$ cat config.mk
export PLATFORM = sky130hd
export DESIGN_NAME = step_sched_flat
export DESIGN_NICKNAME = d
export VERILOG_FILES = /design/src/rtl/step_sched_pkg.sv /design/src/rtl/step_sched_if.sv /design/src/rtl/step_sched_rr_pick.sv /design/src/rtl/step_sched.sv /design/src/flat_wrapper.sv
export SDC_FILE = /design/constraint.sdc
export NUM_CORES = 1
export LEC_CHECK = 0
export BUFFER_PORTS_ARGS = -buffer_cell sky130_fd_sc_hd__buf_2
export CAP_MARGIN = 5
export CORE_UTILIZATION = 40
export CTS_CLUSTER_DIAMETER = 30
export DETAILED_ROUTE_END_ITERATION = 10
export SYNTH_ARGS = -nofsm -noshare
export SYNTH_HDL_FRONTEND = slang
export SYNTH_SLANG_ARGS = --single-unit
$ cat constraint.sdc
create_clock -name clk -period 6.2 [get_ports clk]
set_input_delay 1.24 -clock clk [delete_from_list [all_inputs] [get_ports clk]]
set_output_delay 1.24 -clock clk [all_outputs]
set_load 0.02 [all_outputs]
$ cat src/rtl/step_sched_pkg.sv
// rtl/step_sched_pkg.sv - shared types and rotate-priority helper for step_sched
package step_sched_pkg;

    typedef enum logic {
        IDLE  = 1'b0,
        ISSUE = 1'b1
    } state_t;

    localparam logic DIR_ADD = 1'b0;
    localparam logic DIR_SUB = 1'b1;

    // Requester indices are carried at a fixed width wide enough for up to 8 requesters
    localparam int IDX_W   = 3;
    localparam int MAX_REQ = 8;

    typedef struct packed {
        logic             found;
        logic [IDX_W-1:0] idx;
    } pick_t;

    // First set request at or above ptr, wrapping modulo nreq
    function automatic pick_t rr_select(input logic [MAX_REQ-1:0] req,
                                        input logic [IDX_W-1:0]   ptr,
                                        input int                 nreq);
        pick_t          res;
        logic [IDX_W:0] j;
        res = '0;
        for (int k = 0; k < MAX_REQ; k++) begin
            j = {1'b0, ptr} + (IDX_W+1)'(k);
            if (j >= (IDX_W+1)'(nreq)) begin
                j = j - (IDX_W+1)'(nreq);
            end
            if ((k < nreq) && !res.found && req[j[IDX_W-1:0]]) begin
                res.found = 1'b1;
                res.idx   = j[IDX_W-1:0];
            end
        end
        return res;
    endfunction

endpackage

$ cat src/rtl/step_sched_if.sv
// rtl/step_sched_if.sv - requester and accumulator signal bundle for step_sched
interface step_sched_if #(
    parameter int NREQ  = 4,
    parameter int WIDTH = 4
);
    logic [NREQ-1:0]       req;
    logic [NREQ-1:0]       req_dir;
    logic [NREQ*WIDTH-1:0] req_step;
    logic [NREQ-1:0]       gnt;
    logic                  acc_valid;
    logic                  acc_ctrl;
    logic [WIDTH-1:0]      acc_step;
    logic                  acc_ready;
    logic [WIDTH-1:0]      acc_mirror;
    logic                  wrap;
    logic                  busy;

    modport master (
        output req, req_dir, req_step, acc_ready,
        input  gnt, acc_valid, acc_ctrl, acc_step, acc_mirror, wrap, busy
    );

    modport slave (
        input  req, req_dir, req_step, acc_ready,
        output gnt, acc_valid, acc_ctrl, acc_step, acc_mirror, wrap, busy
    );
endinterface

$ cat src/rtl/step_sched_rr_pick.sv
// rtl/step_sched_rr_pick.sv - combinational rotate-priority select over NREQ requesters
module rr_pick
    import step_sched_pkg::*;
#(
    parameter int NREQ = 4
) (
    input  logic [NREQ-1:0]  req,
    input  logic [IDX_W-1:0] ptr,
    output logic             found,
    output logic [IDX_W-1:0] idx
);

    logic [MAX_REQ-1:0] req_pad;
    pick_t              pick;

    // Zero-extend the request vector and search upward from ptr
    always_comb begin
        req_pad            = '0;
        req_pad[NREQ-1:0]  = req;
        pick               = rr_select(req_pad, ptr, NREQ);
        found              = pick.found;
        idx                = pick.idx;
    end

endmodule

$ cat src/rtl/step_sched.sv
// rtl/step_sched.sv - round-robin scheduler feeding one add/subtract step accumulator
module step_sched
    import step_sched_pkg::*;
#(
    parameter int NREQ     = 4,
    parameter int WIDTH    = 4,
    parameter int MAXBURST = 2
) (
    input  logic         clk,
    input  logic         rst,
    step_sched_if.slave  bus
);

    localparam logic [7:0] MAXB = 8'(MAXBURST);

    state_t             state_q, state_d;
    logic [IDX_W-1:0]   ptr_q, ptr_d;
    logic [IDX_W-1:0]   owner_q, owner_d;
    logic [7:0]         burst_q, burst_d;
    logic [WIDTH-1:0]   step_q, step_d;
    logic               ctrl_q, ctrl_d;
    logic [WIDTH-1:0]   mirror_q, mirror_d;
    logic               wrap_q, wrap_d;
    logic [NREQ-1:0]    gnt_q, gnt_d;

    logic [MAX_REQ-1:0] req_pad;
    logic [MAX_REQ-1:0] dir_pad;
    logic [WIDTH-1:0]   step_arr [MAX_REQ];
    logic               pick_found;
    logic [IDX_W-1:0]   pick_idx;
    logic [WIDTH:0]     sum_ext;
    logic               handshake;
    logic               burst_more;

    rr_pick #(.NREQ(NREQ)) u_pick (
        .req   (bus.req),
        .ptr   (ptr_q),
        .found (pick_found),
        .idx   (pick_idx)
    );

    // Spread the per-requester buses into fixed-size tables indexed by requester number
    always_comb begin
        req_pad = '0;
        dir_pad = '0;
        for (int i = 0; i < MAX_REQ; i++) begin
            step_arr[i] = '0;
        end
        for (int i = 0; i < NREQ; i++) begin
            req_pad[i]  = bus.req[i];
            dir_pad[i]  = bus.req_dir[i];
            step_arr[i] = bus.req_step[i*WIDTH +: WIDTH];
        end
    end

    // Mirror adder; the extra top bit is the carry (add) or borrow (subtract)
    always_comb begin
        if (ctrl_q == DIR_ADD) begin
            sum_ext = {1'b0, mirror_q} + {1'b0, step_q};
        end else begin
            sum_ext = {1'b0, mirror_q} - {1'b0, step_q};
        end
    end

    assign handshake  = (state_q == ISSUE) && bus.acc_ready;
    assign burst_more = req_pad[owner_q] && ((burst_q + 8'd1) < MAXB);

    // Next-state: arbitrate in IDLE, retire and optionally continue a burst in ISSUE
    always_comb begin
        state_d  = state_q;
        ptr_d    = ptr_q;
        owner_d  = owner_q;
        burst_d  = burst_q;
        step_d   = step_q;
        ctrl_d   = ctrl_q;
        mirror_d = mirror_q;
        wrap_d   = 1'b0;
        gnt_d    = '0;
        case (state_q)
            IDLE: begin
                if (pick_found) begin
                    state_d = ISSUE;
                    owner_d = pick_idx;
                    burst_d = '0;
                    step_d  = step_arr[pick_idx];
                    ctrl_d  = dir_pad[pick_idx];
                    for (int i = 0; i < NREQ; i++) begin
                        gnt_d[i] = (pick_idx == IDX_W'(i));
                    end
                end
            end
            ISSUE: begin
                if (handshake) begin
                    mirror_d = sum_ext[WIDTH-1:0];
                    wrap_d   = sum_ext[WIDTH];
                    if (burst_more) begin
                        burst_d = burst_q + 8'd1;
                        step_d  = step_arr[owner_q];
                        ctrl_d  = dir_pad[owner_q];
                        for (int i = 0; i < NREQ; i++) begin
                            gnt_d[i] = (owner_q == IDX_W'(i));
                        end
                    end else begin
                        state_d = IDLE;
                        ptr_d   = (owner_q == IDX_W'(NREQ-1)) ? '0 : owner_q + IDX_W'(1);
                    end
                end
            end
            default: begin
                state_d = IDLE;
            end
        endcase
    end

    // State register; asynchronous reset discards any pending operation
    always_ff @(posedge clk or negedge rst) begin
        if (!rst) begin
            state_q  <= IDLE;
            ptr_q    <= '0;
            owner_q  <= '0;
            burst_q  <= '0;
            step_q   <= '0;
            ctrl_q   <= 1'b0;
            mirror_q <= '0;
            wrap_q   <= 1'b0;
            gnt_q    <= '0;
        end else begin
            state_q  <= state_d;
            ptr_q    <= ptr_d;
            owner_q  <= owner_d;
            burst_q  <= burst_d;
            step_q   <= step_d;
            ctrl_q   <= ctrl_d;
            mirror_q <= mirror_d;
            wrap_q   <= wrap_d;
            gnt_q    <= gnt_d;
        end
    end

    assign bus.gnt        = gnt_q;
    assign bus.acc_valid  = (state_q == ISSUE);
    assign bus.acc_ctrl   = ctrl_q;
    assign bus.acc_step   = step_q;
    assign bus.acc_mirror = mirror_q;
    assign bus.wrap       = wrap_q;
    assign bus.busy       = (state_q != IDLE);

endmodule
$ cat src/flat_wrapper.sv
// flat-port wrapper written by rule: the top's interface ports become plain ports
module step_sched_flat import step_sched_pkg::*;
#(
    parameter int NREQ     = 4,
    parameter int WIDTH    = 4,
    parameter int MAXBURST = 2
)
  (clk, rst, bus_req, bus_req_dir, bus_req_step, bus_acc_ready, bus_gnt, bus_acc_valid, bus_acc_ctrl, bus_acc_step, bus_acc_mirror, bus_wrap, bus_busy);
  step_sched_if #(.NREQ(NREQ), .WIDTH(WIDTH)) bus_i ();
  input  logic clk;
  input  logic rst;
  input wire logic [$bits(bus_i.req)-1:0] bus_req;
  input wire logic [$bits(bus_i.req_dir)-1:0] bus_req_dir;
  input wire logic [$bits(bus_i.req_step)-1:0] bus_req_step;
  input wire logic [$bits(bus_i.acc_ready)-1:0] bus_acc_ready;
  output wire logic [$bits(bus_i.gnt)-1:0] bus_gnt;
  output wire logic [$bits(bus_i.acc_valid)-1:0] bus_acc_valid;
  output wire logic [$bits(bus_i.acc_ctrl)-1:0] bus_acc_ctrl;
  output wire logic [$bits(bus_i.acc_step)-1:0] bus_acc_step;
  output wire logic [$bits(bus_i.acc_mirror)-1:0] bus_acc_mirror;
  output wire logic [$bits(bus_i.wrap)-1:0] bus_wrap;
  output wire logic [$bits(bus_i.busy)-1:0] bus_busy;
  assign bus_i.req = bus_req;
  assign bus_i.req_dir = bus_req_dir;
  assign bus_i.req_step = bus_req_step;
  assign bus_i.acc_ready = bus_acc_ready;
  assign bus_gnt = bus_i.gnt;
  assign bus_acc_valid = bus_i.acc_valid;
  assign bus_acc_ctrl = bus_i.acc_ctrl;
  assign bus_acc_step = bus_i.acc_step;
  assign bus_acc_mirror = bus_i.acc_mirror;
  assign bus_wrap = bus_i.wrap;
  assign bus_busy = bus_i.busy;
  step_sched #(.NREQ(NREQ), .WIDTH(WIDTH), .MAXBURST(MAXBURST)) u_core (.clk(clk), .rst(rst), .bus(bus_i));
endmodule
==> impl_metrics.sql, run 1 <==
INSERT INTO impl_metrics (metric_group, metric, value, unit) VALUES
('worst_hold_path', 'timing.hold.worst.class', 'reg -> reg', ''),
('cells_and_area', 'leading_cell_type_in_the_layout_fill_and_taps_excluded', 'buf_2', ''),
('detailed_routing', 'drt.antenna.violating_nets', '0', ''),
('cts', 'worstSkewPairLatency', '0.27', 'ns'),
('power_and_ir_drop', 'power_leakage', '0.001183', 'uW'),
('cts', 'cts_htree_levels', '2', ''),
('synth', 'synth-warning-count', '0', ''),
('grt', 'groute.usage.overall', '17.37', '%'),
('setup_path', 'critPathArrivalTime', '3.31', 'ns'),
('worst_hold_path', 'holdPathStages', '2', ''),
('sta', 'finalCritPeriodShare', '51.12', '%'),
('synth', 'cell_count_after_synthesis', '213', ''),
('synth', 'ys_seq_area_share', '33.88', '%'),
('synth', 'number_of_synthesized_flops_with_an_enable_pin', '0', ''),
('status', 'result_of_the_run', 'finished clean', ''),
('detailed_routing', 'route.detailed.vias_per_inst', '5.182', ''),
('cts', 'postCtsHoldBufs', '0', ''),
('synth', 'async_reset_ff_share', '100.0', '%'),
('synth', 'syn_area', '2142', 'sq um'),
('run', 'timing.max_cap.violations', '0', ''),
('synth', 'synth_cell_type_count', '51', ''),
('cts', 'tritoncts.num_buffers', '5', ''),
('detailed_routing', 'detail_route.drc_violations', '0', ''),
('setup_path', 'rr_endpoint', 'u_core.bus.acc_step[2]$_DFFE_PN0P_', ''),
('floorplanning', 'io_pins', '43', ''),
('floorplanning', 'core_area', '5140', 'sq um'),
('grt', 'grt_max_degree', '30', ''),
('cells_and_area', 'mostFrequentLayoutCells', '42 x buf_2, 29 x dfrtp_1, 21 x nand2_1', ''),
('floorplanning', 'row_count', '26', ''),
('grt', 'grt_overflow_total', '0', ''),
('floorplanning', 'die_area', '5652', 'sq um'),
('grt', 'antenna_found_initial', '0', ''),
('placement', 'place.gp.congestion', '0.8038', ''),
('sta', 'worst_hold_slack', '0.4930', 'ns'),
('power_and_ir_drop', 'power_switching_share', '46.49', '%'),
('power_and_ir_drop', 'net-switching-power', '642.5', 'uW'),
('sta', 'max_freq', '315.5', 'MHz'),
('setup_path', 'r2r_start', 'u_core.ptr_q[0]$_DFFE_PN0P_', ''),
('cts', 'clock-root-buffer', 'clkbuf_8', ''),
('synth', 'synth_compound_gate_area_share', '17.23', '%'),
('floorplanning', 'dieWidth', '75.18', 'microns'),
('sta', 'min_period', '3.170', 'ns'),
('cells_and_area', 'finalNetCount', '293', ''),
('cells_and_area', 'antenna_cells_inserted', '0', ''),
('placement', 'numPortBuffers', '42', ''),
('setup_path', 'critPathMaxFanout', '11', ''),
('cts', 'cts.sinks', '29', ''),
('cts', 'tritoncts_clock_tree', 'yes', ''),
('power_and_ir_drop', 'pwr_density_cell', '563.3', 'nW/um^2'),
('worst_hold_path', 'hold_critical_path_endpoint', 'u_core.bus.acc_mirror[0]$_DFFE_PN0P_', ''),
('setup_path', 'reg2reg_setup_slack', '3.03', 'ns'),
('grt', 'grt_first_pass_wirelength', '7.238', 'mm'),
('cells_and_area', 'n_fill_cell', '518', ''),
('synth', 'synth_top_family_by_area', 'multiplexers', ''),
('cells_and_area', 'layout-drive-gt1-share', '27.95', '%'),
('grt', 'groute.layer.met3.usage', '3.748', '%'),
('sta', 'max_slew.worst_pin.slew', '0.6626', 'ns'),
('synth', 'postSynthRegisterBits', '29', ''),
('placement', 'place_ws', '2.863', 'ns'),
('grt', 'top_usage_layer', 'met2', ''),
('synth', 'netlist.top_cell.by_area', 'dfrtp_1', ''),
('sta', 'grt_setup_unrepaired', 'no', ''),
('cells_and_area', 'area_growth', '14.54', '%'),
('cells_and_area', 'fin_util', '47.74', '%'),
('power_and_ir_drop', 'power.combinational.fraction', '64.6', '%'),
('cts', 'clkSlewWorstSetupHoldPaths', '0.06', 'ns'),
('worst_hold_path', 'launch_instance_of_the_worst_min_delay_path', 'u_core.bus.acc_mirror[0]$_DFFE_PN0P_', ''),
('synth', 'synth-xor-area-share', '2.453', '%'),
('power_and_ir_drop', 'total_power', '1382', 'uW'),
('sta', 'timing_max_transition_violations_final', '0', ''),
('power_and_ir_drop', 'p_seq_share', '25.0', '%');
==> worst max path at each step <==
stage                                              end  slack, ns  depth (start not counted)
global route        u_core.bus.acc_step[3]$_DFFE_PN0P_       2.80                          9
CTS                 u_core.bus.acc_step[3]$_DFFE_PN0P_       3.04                          9
finish              u_core.bus.acc_step[2]$_DFFE_PN0P_       3.03                          9
detailed placement  u_core.bus.acc_step[0]$_DFFE_PN0P_       2.86                          8
global placement    u_core.bus.acc_step[0]$_DFFE_PN0P_       2.89                          8
floorplan           u_core.bus.acc_step[0]$_DFFE_PN0P_       3.14                          7
==> worst max-delay path, cell delays in order, from the launching register on <==
cell	delay, ns
dfrtp_1	0.52
inv_1	0.23
ha_1	0.49
mux2i_1	0.41
and2_1	0.21
or2_2	0.11
a41o_1	0.52
mux2i_1	0.33
a32o_1	0.16
a31oi_1	0.04
==> power groups by stage <==
stage | Clock [uW] | Sequential [uW] | Combinational [uW]
after CTS | 150 | 346 | 902
after global placement | 0 | 350 | 885
after floorplan | 0 | 360 | 730
final | 145 | 345 | 892
after detailed placement | 0 | 350 | 897
after global routing | 156 | 358 | 996
==> flip-flops by register name, summed over array words and instances (netlist names) <==
signal and count:
u_core.bus.acc_ctrl 1, u_core.bus.gnt 4, u_core.burst_q 8, u_core.bus.acc_mirror 4, u_core.ptr_q 3, u_core.bus.wrap 1
u_core.bus.acc_step 4, u_core.bus.acc_valid 1, u_core.owner_q 3
==> area by class of cell <==
type	count	area (sq um)	area share, %
Clock buffer	8	80.08	3.264
Inverter	15	56.30	2.295
Multi-Input combinational cell	160	1294	52.73
Sequential cell	29	725.7	29.58
Tap cell	70	87.58	3.570
Timing Repair Buffer	42	210.2	8.567
==> cell families after synthesis <==
group / after synthesis
muxes: 26
buffers and inverters: 24
adders and majority gates: 13
DFF: 29
xor gates and xnor gates: 6
AOI/OAI and AO/OA: 48
and+or+nand+nor: 67
==> routing by layer <==
metal | vias up | share of wire, %
met1 | 784 | 50
met2 | 33 | 45
met3 | 6 | 3.2
li1 | 856 | -
met4 | 0 | 1.5
met5 | - | 0
==> stage by stage <==
| step | cells | instance area (sq um) |
|---|---|---|
| floorplan | 213 | 2142 |
| global placement | 316 | 2374 |
| detailed placement | 316 | 2374 |
| CTS | 324 | 2454 |
| global route | 324 | 2454 |
| finish | 324 | 2454 |
==> cells in the mapped netlist (all sizes together) (4+ instances only) <==
master and number:
dfrtp 29, nand2 22, nor2 17, inv 15, o21ai 15, ha 12
mux2i 12, and3 8, mux4 8, buf 7, a21oi 6, a31oi 6
mux2 6, nand3 6, a211oi 5, nor3 4
No activity file was read; power rests on OpenSTA's default activity.
==> inputs of run 2 (changes only) <==
- clock period: 6.2 -> 2.7 ns (I/O delays scaled with it)
==> run 2 against run 1 <==
Critical path type unchanged. Combinational power rose to 2.6 times the previous value. Wire length rose by 9.6%. Die area stayed put. Worst setup slack got worse by 2.8 ns. Sequential power rose by 100%. Highest routed layer unchanged. Via count is 6.5% higher. Sequential share of layout area fell by 1.1 points. Utilization grew 1.9 points. Cell area is 3.9% higher.
==> impl_metrics.sql, run 2 (same netlist as run 1, synthesis figures left out) <==
INSERT INTO impl_metrics (metric_group, metric, value, unit) VALUES
('power_and_ir_drop', 'p_int', '1840', 'uW'),
('detailed_routing', 'detailedRoute.firstPassIterationCount', '4', ''),
('sta', 'max_freq', '397.6', 'MHz'),
('power_and_ir_drop', 'power.combinational.fraction', '68.3', '%'),
('setup_path', 'rr_endpoint', 'u_core.bus.acc_ctrl$_DFFE_PN0P_', ''),
('setup_path', 'path_buf_inv', '2', ''),
('setup_path', 'endpoint', 'u_core.bus.acc_ctrl$_DFFE_PN0P_', ''),
('sta', 'hold_viol_final', '0', ''),
('setup_path', 'worst-setup-path-type', 'reg -> reg', ''),
('setup_path', 'reg2reg_setup_slack', '0.18', 'ns'),
('sta', 'fin_worst_skew', '0.009033', 'ns'),
('detailed_routing', 'drt.antenna.violating_nets', '0', ''),
('grt', 'grt_max_degree', '30', ''),
('setup_path', 'cp_slowest_cell', 'ha_2', ''),
('floorplanning', 'die_area', '5652', 'sq um'),
('placement', 'place.gp.congestion', '0.7968', ''),
('grt', 'antenna_found_initial', '0', ''),
('setup_path', 'setup.worst_path.start', 'u_core.ptr_q[0]$_DFFE_PN0P_', ''),
('cells_and_area', 'n_fill_cell', '513', ''),
('detailed_routing', 'drtIter0Drc', '63', ''),
('cts', 'cts_htree_levels', '2', ''),
('cells_and_area', 'largest_register_ff_count', '8', ''),
('power_and_ir_drop', 'pwr_density_cell', '1324', 'nW/um^2'),
('floorplanning', 'row_count', '26', ''),
('run', 'timing.max_cap.violations', '0', ''),
('cts', 'clock-root-buffer', 'clkbuf_8', ''),
('cts', 'postCtsHoldBufs', '0', ''),
('setup_path', 'critPathArrivalTime', '2.73', 'ns'),
('setup_path', 'timing.critical_path.required', '2.91', 'ns'),
('setup_path', 'r2r_start', 'u_core.ptr_q[0]$_DFFE_PN0P_', ''),
('setup_path', 'setup.worst_path.start_class', 'register', ''),
('cts', 'tritoncts.num_buffers', '5', ''),
('sta', 'timing.max_slew.rel_slack', '56.46', '%'),
('power_and_ir_drop', 'power_switching_share', '45.50', '%'),
('sta', 'finalCritPeriodShare', '93.15', '%'),
('detailed_routing', 'vias', '1788', ''),
('placement', 'post-dp-hpwl', '3.700', 'mm'),
('floorplanning', 'io_pins', '43', ''),
('cells_and_area', 'fin_util', '49.59', '%'),
('power_and_ir_drop', 'p_seq_share', '21.0', '%'),
('sta', 'setup_tns', '0', 'ns'),
('setup_path', 'critical_path.max_stage_delay', '0.41', 'ns'),
('floorplanning', 'die_h', '75.18', 'microns'),
('cells_and_area', 'mostFrequentLayoutCells', '42 x buf_2, 29 x dfrtp_1, 21 x nand2_1', ''),
('cts', 'tritoncts_clock_tree', 'yes', ''),
('cells_and_area', 'regMostFlops', 'u_core.burst_q', ''),
('setup_path', 'cp_cell_sequence', 'clkinvlp_4, ha_2, mux2_4, a21oi_2, or2_2, a41o_1, buf_4, mux2i_1, mux2_2, a31oi_1', ''),
('worst_hold_path', 'timing.hold.worst.class', 'in -> async', ''),
('detailed_routing', 'route.detailed.vias_per_inst', '5.353', ''),
('cts', 'cts_max_path_buffers', '2', ''),
('power_and_ir_drop', 'net-switching-power', '1536', 'uW'),
('cells_and_area', 'antenna_cells_inserted', '0', ''),
('grt', 'grt_pass1_vias', '1625', ''),
('grt', 'grt_first_pass_wirelength', '7.665', 'mm'),
('power_and_ir_drop', 'worst_ir_drop_vdd', '0.5499', 'mV'),
('setup_path', 'worstRegToRegCells', '10', ''),
('floorplanning', 'core_area', '5140', 'sq um'),
('setup_path', 'setup.worst_path.end_class', 'register', ''),
('grt', 'groute.usage.overall', '18.52', '%'),
('cells_and_area', 'leading_cell_type_in_the_layout_fill_and_taps_excluded', 'buf_2', ''),
('floorplanning', 'initial_utilization', '41.67', '%'),
('sta', 'grt_setup_unrepaired', 'no', ''),
('setup_path', 'timing.critical_path.depth', '10', ''),
('cells_and_area', 'area_growth', '18.98', '%'),
('cts', 'cts.sinks', '29', ''),
('setup_path', 'path_delay_family', 'multiplexers', ''),
('sta', 'max_slew.worst_pin.slew', '0.6531', 'ns'),
('cts', 'worstSkewPairLatency', '0.28', 'ns'),
('power_and_ir_drop', 'share_clk_of_total_power', '10.8', '%'),
('detailed_routing', 'wl_per_cell', '14.62', 'microns'),
('cts', 'clkSlewWorstSetupHoldPaths', '0.07', 'ns'),
('detailed_routing', 'route.final.wire_length', '4.884', 'mm'),
('sta', 'finalSetupViolations', '0', ''),
('sta', 'timing_max_transition_violations_final', '0', ''),
('detailed_routing', 'detail_route.drc_violations', '0', ''),
('cells_and_area', 'layout-drive-gt1-share', '32.20', '%'),
('power_and_ir_drop', 'power_leakage', '0.001235', 'uW'),
('grt', 'grt_overflow_total', '0', ''),
('cells_and_area', 'finalNetCount', '304', ''),
('sta', 'min_period', '2.515', 'ns'),
('floorplanning', 'dieWidth', '75.18', 'microns'),
('status', 'result_of_the_run', 'finished clean', ''),
('placement', 'numPortBuffers', '42', ''),
('setup_path', 'critPathMaxFanout', '11', '');
==> run 2: cell count changes in the layout (fill, tap and decap cells not counted) <==
cell | previous run | this run
clkbuf_8 | 5 | 6
clkbuf_1 | 3 | 1
ha_2 | 0 | 1
ha_1 | 12 | 11
inv_1 | 15 | 14
clkinvlp_4 | 0 | 1
buf_4 | 0 | 11
==> run 2: power groups by stage <==
stage / sequential [uW] / combinational, uW / clock, uW
floorplan: 827 / 1680 / 0
global placement: 715 / 2260 / 0
detailed placement: 716 / 2310 / 0
CTS: 710 / 2310 / 371
global route: 731 / 2560 / 384
finish: 707 / 2310 / 363
==> run 2: worst min path at each step <==
stage | to | cells after the start
final | u_core.owner_q[2]$_DFFE_PN0P_ | 1
after global routing | u_core.bus.gnt[0]$_DFF_PN0_ | 1
after CTS | u_core.bus.gnt[0]$_DFF_PN0_ | 1
after detailed placement | u_core.bus.acc_mirror[0]$_DFFE_PN0P_ | 2
after global placement | u_core.bus.acc_mirror[0]$_DFFE_PN0P_ | 2
after floorplan | u_core.burst_q[0]$_DFFE_PN0P_ | 0
==> run 2: worst register-to-register path: stages, from the launching register on <==
cell and delay, ns:
dfrtp_1 0.39, clkinvlp_4 0.10, ha_2 0.41, mux2_4 0.32
a21oi_2 0.20, or2_2 0.14, a41o_1 0.16, buf_4 0.20
mux2i_1 0.10, mux2_2 0.26, a31oi_1 0.15
==> run 2: timing repair <==
action                                  CTS  global route
resized for setup                         0             1
buffers inserted                          0             0
endpoints found under the setup margin    0             4
==> run 2: layer usage <==
layer / vias to the layer above / track usage, % / routed length, microns
met3: 7 / 3.748 / 232
met4: 0 / 6.790 / 67
li1: 874 / - / -
met5: - / 0 / 0
met2: 51 / 28.73 / 2319
met1: 856 / 25.67 / 2265
==> run 2: metrics by stage <==
| stage | instances | area [sq um] | hold slack (ns) | setup WS [ns] | power [uW] |
|---|---|---|---|---|---|
| 5_1_grt | 334 | 2549 | 0.3446 | 0.03470 | 3673 |
| 3_5_place_dp | 327 | 2460 | 0.5052 | 0.1301 | 3023 |
| 4_1_cts | 334 | 2546 | 0.3108 | 0.1180 | 3393 |
| 6_report | 334 | 2549 | 0.2860 | 0.1849 | 3375 |
| 2_1_floorplan | 213 | 2146 | 0.2444 | 0.004021 | 2509 |
| 3_3_place_gp | 327 | 2460 | 0.4976 | 0.1701 | 2978 |
==> run 2: area by class of cell <==
class / instances / area (sq um) / share of cell area [%]
Timing Repair Buffer: 53 / 292.8 / 11.49
Inverter: 15 / 60.06 / 2.356
Tap cell: 70 / 87.58 / 3.436
Clock buffer: 7 / 86.33 / 3.387
Multi-Input combinational cell: 160 / 1296 / 50.86
Sequential cell: 29 / 725.7 / 28.47
==> inputs of run 3 (changes only) <==
- PLACE_DENSITY: default -> 0.64
- clock period: 2.7 -> 2.9 ns (I/O delays scaled with it)
==> run 3 against run 2 <==
Register-to-register slack hardly changed. Via count decreased by 3.7%. Critical endpoint is now u_core.bus.acc_step[3]$_DFFE_PN0P_. Cell area decreased by 1.4%. First-iteration DRC count rose by 4.8%. Largest power group unchanged. Combinational power shrank 11%. Final cell count down 1.2%. Sequential power down 1%. Utilization down 0.71 points. Wire length decreased by 3.5%. Flip-flop and latch count did not move. Hold slack improved by 0.043 ns.
==> impl_metrics.sql, run 3 (same netlist as run 1, synthesis figures left out) <==
INSERT INTO impl_metrics (metric_group, metric, value, unit) VALUES
('floorplanning', 'die_h', '75.18', 'microns'),
('detailed_routing', 'drt.antenna.violating_nets', '0', ''),
('detailed_routing', 'route.final.wire_length', '4.715', 'mm'),
('grt', 'grt_max_degree', '30', ''),
('cts', 'tritoncts.num_buffers', '5', ''),
('sta', 'finalSetupViolations', '0', ''),
('cells_and_area', 'finalNetCount', '300', ''),
('power_and_ir_drop', 'pwr_density_cell', '1229', 'nW/um^2'),
('power_and_ir_drop', 'total_power', '3088', 'uW'),
('setup_path', 'worstRegToRegCells', '10', ''),
('setup_path', 'reg2reg_setup_slack', '0.19', 'ns'),
('placement', 'placed_cells_incl_taps', '323', ''),
('cts', 'cts_htree_levels', '2', ''),
('sta', 'fin_worst_skew', '0.009359', 'ns'),
('placement', 'post-dp-hpwl', '3.594', 'mm'),
('sta', 'finalCritPeriodShare', '93.38', '%'),
('setup_path', 'cp_cell_sequence', 'inv_1, ha_1, mux2i_1, and2_1, or2_2, a41o_1, buf_4, mux2i_1, mux2_2, a31oi_1', ''),
('sta', 'max_slew.worst_pin.slew', '0.6576', 'ns'),
('cells_and_area', 'area_growth', '17.29', '%'),
('cells_and_area', 'sequential_cell_area', '725.7', 'sq um'),
('detailed_routing', 'detail_route.drc_violations', '0', ''),
('cells_and_area', 'layout-drive-gt1-share', '30.38', '%'),
('cells_and_area', 'regMostFlops', 'u_core.burst_q', ''),
('sta', 'grt_setup_unrepaired', 'no', ''),
('power_and_ir_drop', 'power_leakage', '0.001221', 'uW'),
('cells_and_area', 'mostFrequentLayoutCells', '42 x buf_2, 29 x dfrtp_1, 21 x nand2_1', ''),
('power_and_ir_drop', 'worst_ir_drop_vdd', '0.5791', 'mV'),
('setup_path', 'endpoint', 'u_core.bus.acc_step[3]$_DFFE_PN0P_', ''),
('setup_path', 'timing.critical_path.required', '3.11', 'ns'),
('worst_hold_path', 'timing.hold.worst.class', 'in -> async', ''),
('floorplanning', 'io_pins', '43', ''),
('cells_and_area', 'area_occupied_by_multi_input_gates', '1294', 'sq um'),
('grt', 'grt_first_pass_wirelength', '7.638', 'mm'),
('cells_and_area', 'post_layout_nonfiller_instances', '330', ''),
('setup_path', 'setup.worst_path.start_class', 'register', ''),
('grt', 'groute.usage.overall', '18.58', '%'),
('cts', 'postCtsHoldBufs', '0', ''),
('floorplanning', 'core_area', '5140', 'sq um'),
('cts', 'cts_max_path_buffers', '2', ''),
('setup_path', 'r2r_start', 'u_core.ptr_q[1]$_DFFE_PN0P_', ''),
('cells_and_area', 'leading_cell_type_in_the_layout_fill_and_taps_excluded', 'buf_2', ''),
('floorplanning', 'die_area', '5652', 'sq um'),
('setup_path', 'path_buf_inv', '2', ''),
('cts', 'cts_post_setup_buffers_inserted', '0', ''),
('setup_path', 'worst-setup-path-type', 'reg -> reg', ''),
('detailed_routing', 'route.detailed.vias_per_inst', '5.218', ''),
('setup_path', 'cp_common_cell', 'mux2i_1', ''),
('setup_path', 'setup.worst_path.start', 'u_core.ptr_q[1]$_DFFE_PN0P_', ''),
('status', 'result_of_the_run', 'finished clean', ''),
('setup_path', 'setup.worst_path.end_class', 'register', ''),
('floorplanning', 'dieWidth', '75.18', 'microns'),
('grt', 'antenna_found_initial', '0', ''),
('cts', 'cts_repair_resize_count', '0', ''),
('placement', 'place.gp.congestion', '0.9320', ''),
('detailed_routing', 'drtIter0Drc', '66', ''),
('setup_path', 'cp_slowest_cell', 'dfrtp_1', ''),
('detailed_routing', 'vias', '1722', ''),
('floorplanning', 'row_count', '26', ''),
('sta', 'hold_viol_final', '0', ''),
('setup_path', 'path_delay_family', 'multiplexers', ''),
('cts', 'clkSlewWorstSetupHoldPaths', '0.06', 'ns'),
('sta', 'setup_tns', '0', 'ns'),
('sta', 'min_period', '2.708', 'ns'),
('cells_and_area', 'n_fill_cell', '520', ''),
('cells_and_area', 'antenna_cells_inserted', '0', ''),
('grt', 'grt_pass1_vias', '1627', ''),
('run', 'timing.max_cap.violations', '0', ''),
('cts', 'clock-root-buffer', 'clkbuf_8', ''),
('placement', 'numPortBuffers', '42', ''),
('cts', 'tritoncts_clock_tree', 'yes', ''),
('grt', 'grt_overflow_total', '0', ''),
('sta', 'timing_max_transition_violations_final', '0', ''),
('floorplanning', 'initial_utilization', '41.67', '%'),
('detailed_routing', 'detailedRoute.firstPassIterationCount', '4', ''),
('detailed_routing', 'wl_per_cell', '14.29', 'microns'),
('sta', 'max_freq', '369.3', 'MHz'),
('setup_path', 'critPathMaxFanout', '11', ''),
('setup_path', 'timing.critical_path.depth', '10', ''),
('sta', 'timing.max_slew.rel_slack', '56.16', '%'),
('setup_path', 'rr_endpoint', 'u_core.bus.acc_step[3]$_DFFE_PN0P_', ''),
('setup_path', 'critical_path.max_stage_delay', '0.48', 'ns'),
('cts', 'cts.sinks', '29', ''),
('cts', 'worstSkewPairLatency', '0.28', 'ns'),
('setup_path', 'critPathArrivalTime', '2.91', 'ns'),
('cells_and_area', 'largest_register_ff_count', '8', '');
run 3: how the worst min path moves through the flow:
stage | startpoint | slack, ns | end | depth (start not counted)
5_1_grt | rst | 0.37 | u_core.owner_q[2]$_DFFE_PN0P_ | 1
2_1_floorplan | rst | 0.28 | u_core.burst_q[0]$_DFFE_PN0P_ | 0
3_3_place_gp | u_core.bus.acc_mirror[0]$_DFFE_PN0P_ | 0.49 | u_core.bus.acc_mirror[0]$_DFFE_PN0P_ | 2
4_1_cts | rst | 0.35 | u_core.owner_q[2]$_DFFE_PN0P_ | 1
6_report | rst | 0.33 | u_core.owner_q[2]$_DFFE_PN0P_ | 1
3_5_place_dp | u_core.bus.acc_mirror[0]$_DFFE_PN0P_ | 0.50 | u_core.bus.acc_mirror[0]$_DFFE_PN0P_ | 2
run 3: cell type report:
type                    instances  area share [%]
well taps                      70           3.486
flip-flops and latches         29           28.88
clock buffers                   7           3.436
repair buffers                 49           10.46
inverters                      15           2.241
multi-input cells             160           51.49
run 3: routing by layer:
metal | track usage (%) | up-vias | part of all wire (%)
met3 | 4.953 | 6 | 4.2
met5 | 0 | - | 0
li1 | - | 863 | -
met4 | 8.848 | 0 | 1.7
met1 | 23.70 | 808 | 46
met2 | 29.43 | 45 | 49
run 3: metrics by stage:
step	area (sq um)	setup WS, ns	hold slack, ns	utilization, %
2_1_floorplan	2142	0.1779	0.2844	-
3_3_place_gp	2426	0.3216	0.4908	47.20
3_5_place_dp	2426	0.2326	0.4961	47.20
4_1_cts	2512	0.2019	0.3500	48.88
5_1_grt	2512	0.01194	0.3742	48.88
6_report	2512	0.1920	0.3294	48.88
run 3: power breakdown:
| group | switching, uW | leakage [uW] | internal (uW) |
|---|---|---|---|
| Combinational | 1110 | 0.000805 | 947 |
| Sequential | 155 | 0.000372 | 542 |
| Clock | 146 | 0.0000443 | 188 |
| Total | 1410 | 0.00122 | 1680 |
